### src/rtl/amux_seq_pkg.sv
// Shared types and constants for the analog-mux ADC sequencer.
// Also holds the channel-target rule used wherever a new channel is chosen.
package amux_seq_pkg;

    typedef enum logic [1:0] {
        StIdle,
        StSettle,
        StStart,
        StWait
    } state_e;

    localparam logic [1:0] MODE_CH0 = 2'b00;
    localparam logic [1:0] MODE_CH1 = 2'b01;
    localparam logic [1:0] MODE_ALT = 2'b10;

    localparam int unsigned DEFAULT_ADC_W = 12;

    // Alternation always restarts on channel 0 when leaving idle.
    function automatic logic target_ch(input logic [1:0] mode, input logic cur_sel,
                                       input logic from_idle);
        logic t;
        case (mode)
            MODE_CH1: t = 1'b1;
            MODE_ALT: t = from_idle ? 1'b0 : ~cur_sel;
            default:  t = 1'b0;
        endcase
        return t;
    endfunction

endpackage

### src/rtl/amux_seq_cnt.sv
// Loadable down-counter with zero flag; times both the settle delay and the
// conversion timeout.
module amux_seq_cnt #(
    parameter int unsigned W = 10
) (
    input  logic         clk,
    input  logic         resetn,
    input  logic         load,
    input  logic [W-1:0] load_val,
    input  logic         dec,
    output logic [W-1:0] cnt,
    output logic         zero
);

    always_ff @(posedge clk or negedge resetn) begin
        if (!resetn) begin
            cnt <= '0;
        end else if (load) begin
            cnt <= load_val;
        end else if (dec) begin
            cnt <= cnt - 1'b1;
        end
    end

    assign zero = (cnt == '0);

endmodule

### src/rtl/amux_seq_ctrl.sv
// Analog-mux select sequencer: chooses the channel, waits for settling, runs
// the ADC start/done handshake and files results per channel.
module amux_seq_ctrl
    import amux_seq_pkg::*;
#(
    parameter int unsigned SETTLE_W = 8,
    parameter int unsigned ADC_W    = DEFAULT_ADC_W,
    parameter int unsigned TIMEOUT  = 1023
) (
    input  logic                clk,
    input  logic                resetn,
    input  logic                enable,
    input  logic [1:0]          mode,
    input  logic [SETTLE_W-1:0] settle_cycles,
    input  logic                clear_err,
    output logic                sel,
    output logic                adc_start,
    input  logic                adc_done,
    input  logic [ADC_W-1:0]    adc_data,
    output logic [ADC_W-1:0]    ch0_data,
    output logic [ADC_W-1:0]    ch1_data,
    output logic                ch0_valid,
    output logic                ch1_valid,
    output logic                busy,
    output logic                timeout_err
);

    localparam int unsigned CNT_W = (SETTLE_W > 10) ? SETTLE_W : 10;

    state_e           state_q, state_d;
    logic             cnt_load, cnt_dec, cnt_zero;
    logic [CNT_W-1:0] cnt_load_val, cnt;
    logic             target, sel_d;
    logic             start_d, busy_d, err_d, done_hit;
    logic             ch0_valid_d, ch1_valid_d;

    amux_seq_cnt #(
        .W (CNT_W)
    ) u_cnt (
        .clk      (clk),
        .resetn   (resetn),
        .load     (cnt_load),
        .load_val (cnt_load_val),
        .dec      (cnt_dec),
        .cnt      (cnt),
        .zero     (cnt_zero)
    );

    assign target = target_ch(mode, sel, state_q == StIdle);

    always_ff @(posedge clk or negedge resetn) begin
        if (!resetn) begin
            state_q     <= StIdle;
            sel         <= 1'b0;
            adc_start   <= 1'b0;
            busy        <= 1'b0;
            timeout_err <= 1'b0;
            ch0_data    <= '0;
            ch1_data    <= '0;
            ch0_valid   <= 1'b0;
            ch1_valid   <= 1'b0;
        end else begin
            state_q     <= state_d;
            sel         <= sel_d;
            adc_start   <= start_d;
            busy        <= busy_d;
            timeout_err <= err_d;
            ch0_valid   <= ch0_valid_d;
            ch1_valid   <= ch1_valid_d;
            if (ch0_valid_d) ch0_data <= adc_data;
            if (ch1_valid_d) ch1_data <= adc_data;
        end
    end

    // sel only moves on entry to SETTLE, so it is frozen across a conversion.
    always_comb begin
        state_d      = state_q;
        sel_d        = sel;
        cnt_load     = 1'b0;
        cnt_dec      = 1'b0;
        cnt_load_val = CNT_W'(settle_cycles);
        unique case (state_q)
            StIdle: begin
                if (enable) begin
                    sel_d    = target;
                    cnt_load = 1'b1;
                    state_d  = StSettle;
                end
            end
            StSettle: begin
                if (!enable)       state_d = StIdle;
                else if (cnt_zero) state_d = StStart;
                else               cnt_dec = 1'b1;
            end
            StStart: begin
                cnt_load     = 1'b1;
                cnt_load_val = CNT_W'(TIMEOUT);
                state_d      = StWait;
            end
            StWait: begin
                if (adc_done) begin
                    if (!enable) begin
                        state_d = StIdle;
                    end else if (target != sel) begin
                        sel_d    = target;
                        cnt_load = 1'b1;
                        state_d  = StSettle;
                    end else begin
                        state_d = StStart;
                    end
                end else if (cnt_zero) begin
                    state_d = StIdle;
                end else begin
                    cnt_dec = 1'b1;
                end
            end
            default: state_d = StIdle;
        endcase
    end

    always_comb begin
        start_d     = (state_d == StStart);
        busy_d      = (state_d != StIdle);
        done_hit    = (state_q == StWait) && adc_done;
        ch0_valid_d = done_hit && !sel;
        ch1_valid_d = done_hit && sel;
        err_d       = timeout_err;
        if (clear_err) err_d = 1'b0;
        // A timeout in the same cycle as clear_err takes priority.
        if ((state_q == StWait) && !adc_done && cnt_zero) err_d = 1'b1;
    end

endmodule

### config.mk
export PLATFORM = sky130hd
export DESIGN_NAME = amux_seq_ctrl
export DESIGN_NICKNAME = d
export VERILOG_FILES = /design/src/rtl/amux_seq_pkg.sv /design/src/rtl/amux_seq_cnt.sv /design/src/rtl/amux_seq_ctrl.sv
export SDC_FILE = /design/constraint.sdc
export NUM_CORES = 1
export LEC_CHECK = 0
export ABC_AREA = 1
export CAP_MARGIN = 20
export CELL_PAD_IN_SITES_DETAIL_PLACEMENT = 0
export CELL_PAD_IN_SITES_GLOBAL_PLACEMENT = 1
export CORE_UTILIZATION = 35
export DETAILED_ROUTE_END_ITERATION = 8
export GPL_TIMING_DRIVEN = 0
export PLACE_DENSITY_LB_ADDON = 0.1
export SYNTH_ARGS = -nofsm -noshare
export SYNTH_HDL_FRONTEND = slang
export SYNTH_SLANG_ARGS = --single-unit
### constraint.sdc
create_clock -name clk -period 2.1 [get_ports clk]
set_input_delay 0.315 -clock clk [delete_from_list [all_inputs] [get_ports clk]]
set_output_delay 0.315 -clock clk [all_outputs]
set_load 0.02 [all_outputs]
# == Word-level counts from Yosys, hierarchy flattened ==
# Cells that the tools add are included.
# totals
input_bits,27
word_cells,66
reg_bits,42
# op_classes
n_reduce_logical,14
mux,29
n_eq_ne,11
addsub,1
n_bitwise,1
# ops
op,n
$mux 10,3
$mux 1,14
$mux 2,7
$logic_not 10->1,1
$sub 10x1->10 const B,1
$eq 2x2->1 const B,4
$ne 2x2->1 const B,4
$pmux 2 s4,1
$reduce_bool 2->1,4
$pmux 1 s2,3
$logic_and 1x1->1,5
$reduce_and 5->1,1
$eq 2x1->1 const B,2
$pmux 1 s3,1
$logic_not 1->1,2
$logic_not 2->1,1
$ne 1x1->1,1
$not 1->1,1

# == Logic depth before layout (Yosys ltp) ==
# Gate-level depths: netlist of run 1.
# logic_depth
ltp_word,9
mapped_depth,13
ltp_nobuf,13

# == Hierarchy ==
# Synthesis of run 1 repeated with hierarchy kept, for this count alone.
# hier_totals
hier_cells,252
hier_area_um2,2177.1
# by_module_without_submodules
mod,area_each_um2,cells_per_inst,seq_area_each_um2,n_inst
amux_seq_ctrl,1539.0,163,800.8,1
amux_seq_cnt,638.1,89,250.2,1

# == Worst setup path after synthesis of run 1 ==
# No wires, ideal clock.
# synth_timing
path_kind,register to register
from,register u_cnt.cnt[0]
to,register u_cnt.cnt[9]
t_arrival_ps,1317
n_path_buf,0
path_stages_with_launch,10
setup_ps,119
path_slack_ps,664
path_cell_list,dfrtp_1 inv_1 ha_1 nand2_1 nor2_1 nand3_1 nand2_2 inv_2 a21oi_1 nand2_1
# synth_via
elab_chain_cells,5
elab_cells_between_ends,9
# synth_lines
item,line,text
start: declaration,amux_seq_cnt.sv:11,"output logic [W-1:0] cnt,"
start signal: assignment,amux_seq_cnt.sv:19,cnt <= load_val;
start signal: assignment,amux_seq_cnt.sv:21,cnt <= cnt - 1'b1;
branches (longest 5 deep; another with $sub 10x1->10),n/a,
# Parallel ways; which one is timed is not known. The select of a mux whose other input is x is not followed.
# A chain may end at the register's enable or synchronous reset.

# == Final worst setup path of run 1 ==
# layout_timing
from,register sel
to,output sel
# layout_rtl
item,line,text
start: declaration,amux_seq_ctrl.sv:16,"output logic sel,"
start signal: assignment,amux_seq_ctrl.sv:64,sel <= sel_d;
# No word-level cell between the ends.

==> results of run 1 <==
## per-stage QoR
stage / area, µm² / instances / hold slack, ns / utilization, %
CTS: 2820 / 384 / 0.461 / 50.6
detailed placement: 2720 / 375 / 0.241 / 48.8
global route: 2820 / 384 / 0.501 / 50.6
floorplan: 2050 / 246 / 0.0194 / -
finish: 2820 / 384 / 0.454 / 50.6
global placement: 2700 / 374 / 0.466 / 48.5
## kinds of logic (layout without fill, tap and decap cells)
logic type	Yosys count	count (layout)	share of synthesized area [%]
adders and majority gates	4	4	2.44
AOI/OAI and AO/OA	31	31	8.35
xor gates and xnor gates	4	4	1.71
DFF	42	42	51.2
and+or+nand+nor	121	121	28.0
buffers and inverters	44	110	8.29
## cell usage in the layout, fill, tap and decap left out, types with 5 or more instances in the layout
master / synthesis / routed
o21ai_1: 20 / 20
buf_2: 4 / 5
nand3_1: 17 / 17
nand2_1: 62 / 62
dfrtp_1: 42 / 42
clkbuf_8: 0 / 6
inv_1: 32 / 32
inv_2: 8 / 8
nor2_1: 23 / 23
o21ai_0: 5 / 5
clkdlybuf4s50_1: 0 / 55
## sequential cells by signal, summed over array words and instances, names as in the netlist
| register | count |
|---|---|
| busy | 1 |
| u_cnt.cnt | 10 |
| adc_start | 1 |
| ch1_data | 12 |
| sel | 1 |
| state_q | 2 |
| ch0_data | 12 |
| ch1_valid | 1 |
| timeout_err | 1 |
| ch0_valid | 1 |
## routing by layer
| metal | vias to the layer above | GRT usage, % |
|---|---|---|
| li1 | 895 | - |
| met1 | 796 | 22.8 |
| met2 | 40 | 26.7 |
| met3 | 6 | 4.07 |
| met4 | 0 | 5.00 |
| met5 | - | 0 |
## power groups by stage
| stage | clock network [mW] | registers, mW | logic (mW) |
|---|---|---|---|
| 2_1_floorplan | 0 | 1.45 | 0.531 |
| 6_report | 0.558 | 1.24 | 1.27 |
| 4_1_cts | 0.582 | 1.24 | 1.29 |
| 5_1_grt | 0.609 | 1.28 | 1.41 |
| 3_3_place_gp | 0 | 1.26 | 1.26 |
| 3_5_place_dp | 0 | 1.26 | 1.28 |
## worst reg2reg max path, stage by stage (launching register included)
cell and delay, ns:
dfrtp_1 0.38, inv_1 0.15, ha_1 0.17, nand2_1 0.05
nor2_1 0.08, nand3_1 0.19, nand2_2 0.20, inv_2 0.13
nor2_4 0.17, nand2_1 0.06, nand3_1 0.06
## layout make-up
| cell class | count | area share (%) |
|---|---|---|
| clock buffers | 7 | 3.06 |
| repair buffers | 58 | 20.7 |
| flip-flops and latches | 42 | 37.2 |
| multi-input cells | 160 | 29.4 |
| clock inverters | 1 | 0.310 |
| plain buffers | 4 | 0.709 |
| well taps | 72 | 3.19 |
| inverters | 40 | 5.32 |
## path summary, 6_finish.rpt
path / from / to / slack [ns] / cells after the start
min in group clk: ch1_data[2]$_DFFE_PN0P_ / ch1_data[2]$_DFFE_PN0P_ / 0.49 / 2
worst min-delay path: resetn / u_cnt.cnt[6]$_DFFE_PN0P_ / 0.45 / 2
worst min register to register: ch1_data[2]$_DFFE_PN0P_ / ch1_data[2]$_DFFE_PN0P_ / 0.49 / 2
worst max register to register: u_cnt.cnt[0]$_DFFE_PN0P_ / u_cnt.cnt[8]$_DFFE_PN0P_ / 0.38 / 10
worst max-delay path: sel$_DFFE_PN0P_ / sel / 0.38 / 1
max in group asynchronous: resetn / ch0_data[8]$_DFFE_PN0P_ / 1.17 / 3
==> results.sh, run 1 <==
export IMPL_status="finished, final reports clean"
export IMPL_p_int_mw=1.92
export IMPL_num_antenna_cells=0
export IMPL_setup_viol=0
export IMPL_cp_end_kind="output port"
export IMPL_synth_avg_cell_area_um2=8.34
export IMPL_arrival_ns=1.40
export IMPL_io_pins=57
export IMPL_clkPwrFrac_pct=18.2
export IMPL_clk_path_buf_depth=2
export IMPL_yosys_area_top_type_share_pct=51.2
export IMPL_ir_worst_vdd_mv=0.595
export IMPL_swShare_pct=37.5
export IMPL_synth_area_leader_cell="dfrtp_1"
export IMPL_antenna_left=0
export IMPL_clk_latency_ns=0.29
export IMPL_power_density_nw_per_um2=1090
export IMPL_path_class="reg2out"
export IMPL_finalCriticalPeriod_ns=1.72
export IMPL_dr_pass1_iters=4
export IMPL_path_buf_inv=1
export IMPL_fmaxAchievable_mhz=583
export IMPL_netlist_top_cells_count="nand2_1, dfrtp_1, inv_1"
export IMPL_route_detailed_drc=0
export IMPL_seqPwrFrac_pct=40.5
export IMPL_worst_pin_slew_ns=0.342
export IMPL_tritoncts="yes"
export IMPL_dp_hpwl_mm=3.50
export IMPL_clkTransAtPathRegs_ns=0.08
export IMPL_max_stage_delay_ns=0.65
export IMPL_p_leak_nw=1.37
export IMPL_cts_buffers=5
export IMPL_grt_use_total_pct=16.9
export IMPL_ctsResizeCount=0
export IMPL_nets=342
export IMPL_core_region_area_um2=5570
export IMPL_grt_first_pass_wirelength_mm=8.07
export IMPL_dr_total_vias=1737
export IMPL_num_rows=27
export IMPL_antenna_found_initial=0
export IMPL_htreeDepth=2
export IMPL_ys_flop_type="dfrtp_1"
export IMPL_wl_met1_mm=2.28
export IMPL_ys_warn_count=0
export IMPL_topRoutingLayerUsed="met4"
export IMPL_combPwrFrac_pct=41.3
export IMPL_cp_required_ns=1.78
export IMPL_path_cells="clkdlybuf4s50_1"
export IMPL_power_switching_mw=1.15
export IMPL_drv_cap=0
export IMPL_die_h_um=78.6
export IMPL_wl_per_cell_um=12.3
export IMPL_finalPower_mw=3.06
export IMPL_start_util_pct=36.8
export IMPL_ys_types=25
export IMPL_async_reset_ff_share_pct=100
export IMPL_synth_edf_count=0
export IMPL_drive_gt1_share_pct=11.9
export IMPL_cts_setup_buffers=0
export IMPL_pre_cts_ws_ns=0.0773
export IMPL_setup_slack_ns=0.385
export IMPL_synth_cell_area_um2=2050
export IMPL_drtIter0Drc=83
export IMPL_clock_sinks=42
export IMPL_dieArea_um2=6170
export IMPL_synth_most_common_cell="nand2_1"
export IMPL_hold_buffers=1
export IMPL_rsz0062_at_grt="no"
export IMPL_maxSlewHeadroom_pct=77.2
export IMPL_clock_skew_ns=0.00781
export IMPL_hold_violations=0
export IMPL_met2_length_mm=2.11
export IMPL_ys_seq_elements=42
export IMPL_slew_violations=0
export IMPL_fin_tns_setup_ns=0
export IMPL_cpLargestDelayFamily="buffers and inverters"
export IMPL_die_w_um=78.6
export IMPL_fillCellCount=578
export IMPL_grt_pass1_vias=1722
export IMPL_io_buffers=56
export IMPL_post_route_period_util_pct=81.7
export IMPL_synth_fp_nets=277
export IMPL_wl_met3_um=267
export IMPL_grt_ovfl_total=0
export IMPL_root_buffer="clkbuf_8"
export IMPL_gp_congestion=0.776
export IMPL_yosys_top_cells_area="dfrtp_1, nand2_1, inv_1"
export IMPL_seq_area_um2=1050
export IMPL_routed_wl_mm=4.72
export IMPL_grt_start_max_net_pins=31
export IMPL_hp_class="in2async"
export IMPL_crit_path_start_kind="flip-flop"
export IMPL_slowest_stage="clkdlybuf4s50_1"
export IMPL_syn_to_final_growth_pct=37.6
export IMPL_multi_input_area_um2=831
export IMPL_avgViaCountPerCell=4.52
export IMPL_crit_fanout=6
export IMPL_synth_cells=246
export IMPL_ys_seq_area_share_pct=51.2
Note: power is estimated with default switching activity, not from simulation.
==> run 2: changes to the inputs <==
- clock period: 2.1 -> 1.6 ns (I/O delays scaled with it)
==> results.sh, run 2 (same netlist as run 1, synthesis figures left out) <==
export IMPL_crit_fanout=8
export IMPL_core_region_area_um2=5570
export IMPL_ir_worst_vdd_mv=0.791
export IMPL_dr_total_vias=1769
export IMPL_die_h_um=78.6
export IMPL_worst_pin_slew_ns=0.337
export IMPL_crit_end="u_cnt.cnt[5]$_DFFE_PN0P_"
export IMPL_cts_buffers=5
export IMPL_finalCriticalPeriod_ns=1.53
export IMPL_reg2reg_slack_ns=0.07
export IMPL_num_antenna_cells=0
export IMPL_cpLargestDelayFamily="simple AND/OR/NAND/NOR gates"
export IMPL_r2r_start="u_cnt.cnt[0]$_DFFE_PN0P_"
export IMPL_fin_cells=394
export IMPL_top_regs="ch0_data (12), ch1_data (12), u_cnt.cnt (10)"
export IMPL_die_w_um=78.6
export IMPL_grt_pass1_vias=1718
export IMPL_status="finished, final reports clean"
export IMPL_whs_ns=0.373
export IMPL_clock_sinks=42
export IMPL_tritoncts="yes"
export IMPL_clkTransAtPathRegs_ns=0.09
export IMPL_grt_use_total_pct=16.9
export IMPL_path_cells="inv_2 -> ha_1 -> nand2_1 -> nor2_1 -> nand3_2 -> nand2_4 -> nand3_4 -> nor2_2 -> nor2_1"
export IMPL_post_route_period_util_pct=95.9
export IMPL_clk_latency_ns=0.29
export IMPL_nets=352
export IMPL_finalPower_mw=4.16
export IMPL_route_detailed_drc=0
export IMPL_io_buffers=56
export IMPL_fmaxAchievable_mhz=652
export IMPL_dp_cells=375
export IMPL_antenna_left=0
export IMPL_num_rows=27
export IMPL_routed_wl_mm=4.84
export IMPL_arrival_ns=1.72
export IMPL_drive_gt1_share_pct=19.3
export IMPL_grt_start_max_net_pins=31
export IMPL_slowest_stage="dfrtp_1"
export IMPL_hold_violations=0
export IMPL_setup_viol=0
export IMPL_avgViaCountPerCell=4.49
export IMPL_io_pins=57
export IMPL_dp_hpwl_mm=3.50
export IMPL_antenna_found_initial=0
export IMPL_gp_congestion=0.776
export IMPL_dr_pass1_iters=4
export IMPL_crit_path_start="u_cnt.cnt[0]$_DFFE_PN0P_"
export IMPL_maxSlewHeadroom_pct=77.5
export IMPL_cp_end_kind="flip-flop"
export IMPL_path_class="reg2reg"
export IMPL_path_buf_inv=1
export IMPL_clk_path_buf_depth=2
export IMPL_dieArea_um2=6170
export IMPL_clock_skew_ns=0.00831
export IMPL_slew_violations=0
export IMPL_drtIter0Drc=62
export IMPL_final_cell_mix="nand2_1, clkdlybuf4s50_1, dfrtp_1"
export IMPL_wl_per_cell_um=12.3
export IMPL_fin_tns_setup_ns=0
export IMPL_p_leak_nw=1.43
export IMPL_power_density_nw_per_um2=1410
export IMPL_grt_ovfl_total=0
export IMPL_max_stage_delay_ns=0.39
export IMPL_r2r_cells=9
export IMPL_crit_path_start_kind="flip-flop"
export IMPL_rsz0062_at_grt="yes"
export IMPL_fin_util_pct=52.9
export IMPL_crit_cells=9
export IMPL_drv_cap=0
export IMPL_final_common_cell="nand2_1"
export IMPL_cp_required_ns=1.78
export IMPL_crit_top_cell="nor2_1"
export IMPL_root_buffer="clkbuf_8"
export IMPL_htreeDepth=2
export IMPL_syn_to_final_growth_pct=43.7
export IMPL_grt_first_pass_wirelength_mm=8.11
export IMPL_fillCellCount=570
export IMPL_r2r_end="u_cnt.cnt[5]$_DFFE_PN0P_"
export IMPL_hp_class="in2async"
export IMPL_start_util_pct=36.8
## run 2: cell count changes in the layout (fill, tap and decap cells not counted), sizes merged
cell           previous run  this run
buf                       6        16
clkdlybuf4s50            55        52
dlygate4sd2               0         2
dlymetal6s2s              0         1
## run 2: final cells by class
cell class,instances,area (µm²),area share [%]
Sequential cell,42,1050,35.7
Multi-Input combinational cell,160,877,29.7
Timing Repair Buffer,68,661,22.4
Inverter,40,153,5.18
Tap cell,72,90.1,3.05
Clock buffer,7,86.3,2.93
Buffer,4,20.0,0.679
Clock inverter,1,8.76,0.297
## run 2: repair_timing
item / CTS / global route
pin swaps: 3 / 12
hold endpoints to repair: 12 / 0
setup endpoints to repair: 14 / 14
hold buffers: 1 / 0
buffers inserted: 3 / 7
resized for setup: 5 / 16
## run 2: how the worst min path moves through the flow
| stage | from | endpoint | slack, ns | cells after the start |
|---|---|---|---|---|
| after floorplan | resetn | adc_start$_DFF_PN0_ | -0.06 | 0 |
| after detailed placement | resetn | u_cnt.cnt[5]$_DFFE_PN0P_ | 0.17 | 1 |
| after CTS | resetn | u_cnt.cnt[6]$_DFFE_PN0P_ | 0.39 | 2 |
| final | resetn | u_cnt.cnt[6]$_DFFE_PN0P_ | 0.37 | 2 |
| after global placement | ch1_data[7]$_DFFE_PN0P_ | ch1_data[7]$_DFFE_PN0P_ | 0.47 | 2 |
| after global routing | resetn | u_cnt.cnt[6]$_DFFE_PN0P_ | 0.43 | 2 |
## run 2: worst register-to-register path: stages, from the launching register on
cell     delay, ns
dfrtp_1       0.39
inv_2         0.09
ha_1          0.14
nand2_1       0.05
nor2_1        0.12
nand3_2       0.15
nand2_4       0.13
nand3_4       0.17
nor2_2        0.13
nor2_1        0.05
## run 2: metrics by stage
stage	setup slack, ns	area (µm²)
after floorplan	0.164	2050
after global placement	-0.897	2700
after detailed placement	-0.348	2720
after CTS	0.0155	2850
after global routing	-0.0317	2950
final	0.0657	2950
## run 2: power breakdown
group | switching [mW] | internal, mW
registers | 0.239 | 1.40
clock network | 0.381 | 0.357
logic | 0.954 | 0.825
total | 1.57 | 2.58
## run 2: metal layers
| metal | track usage [%] | vias up | routed length [µm] |
|---|---|---|---|
| met5 | 0 | - | 0 |
| met4 | 5.00 | 0 | 55 |
| met3 | 4.07 | 6 | 274 |
| met2 | 26.9 | 40 | 2160 |
| met1 | 22.8 | 806 | 2350 |
| li1 | - | 917 | - |
==> run 3: changes to the inputs <==
- SLEW_MARGIN: not set -> 0
==> results of run 3 <==
The final DEF is identical to that of run 2; final timing and power are the same.
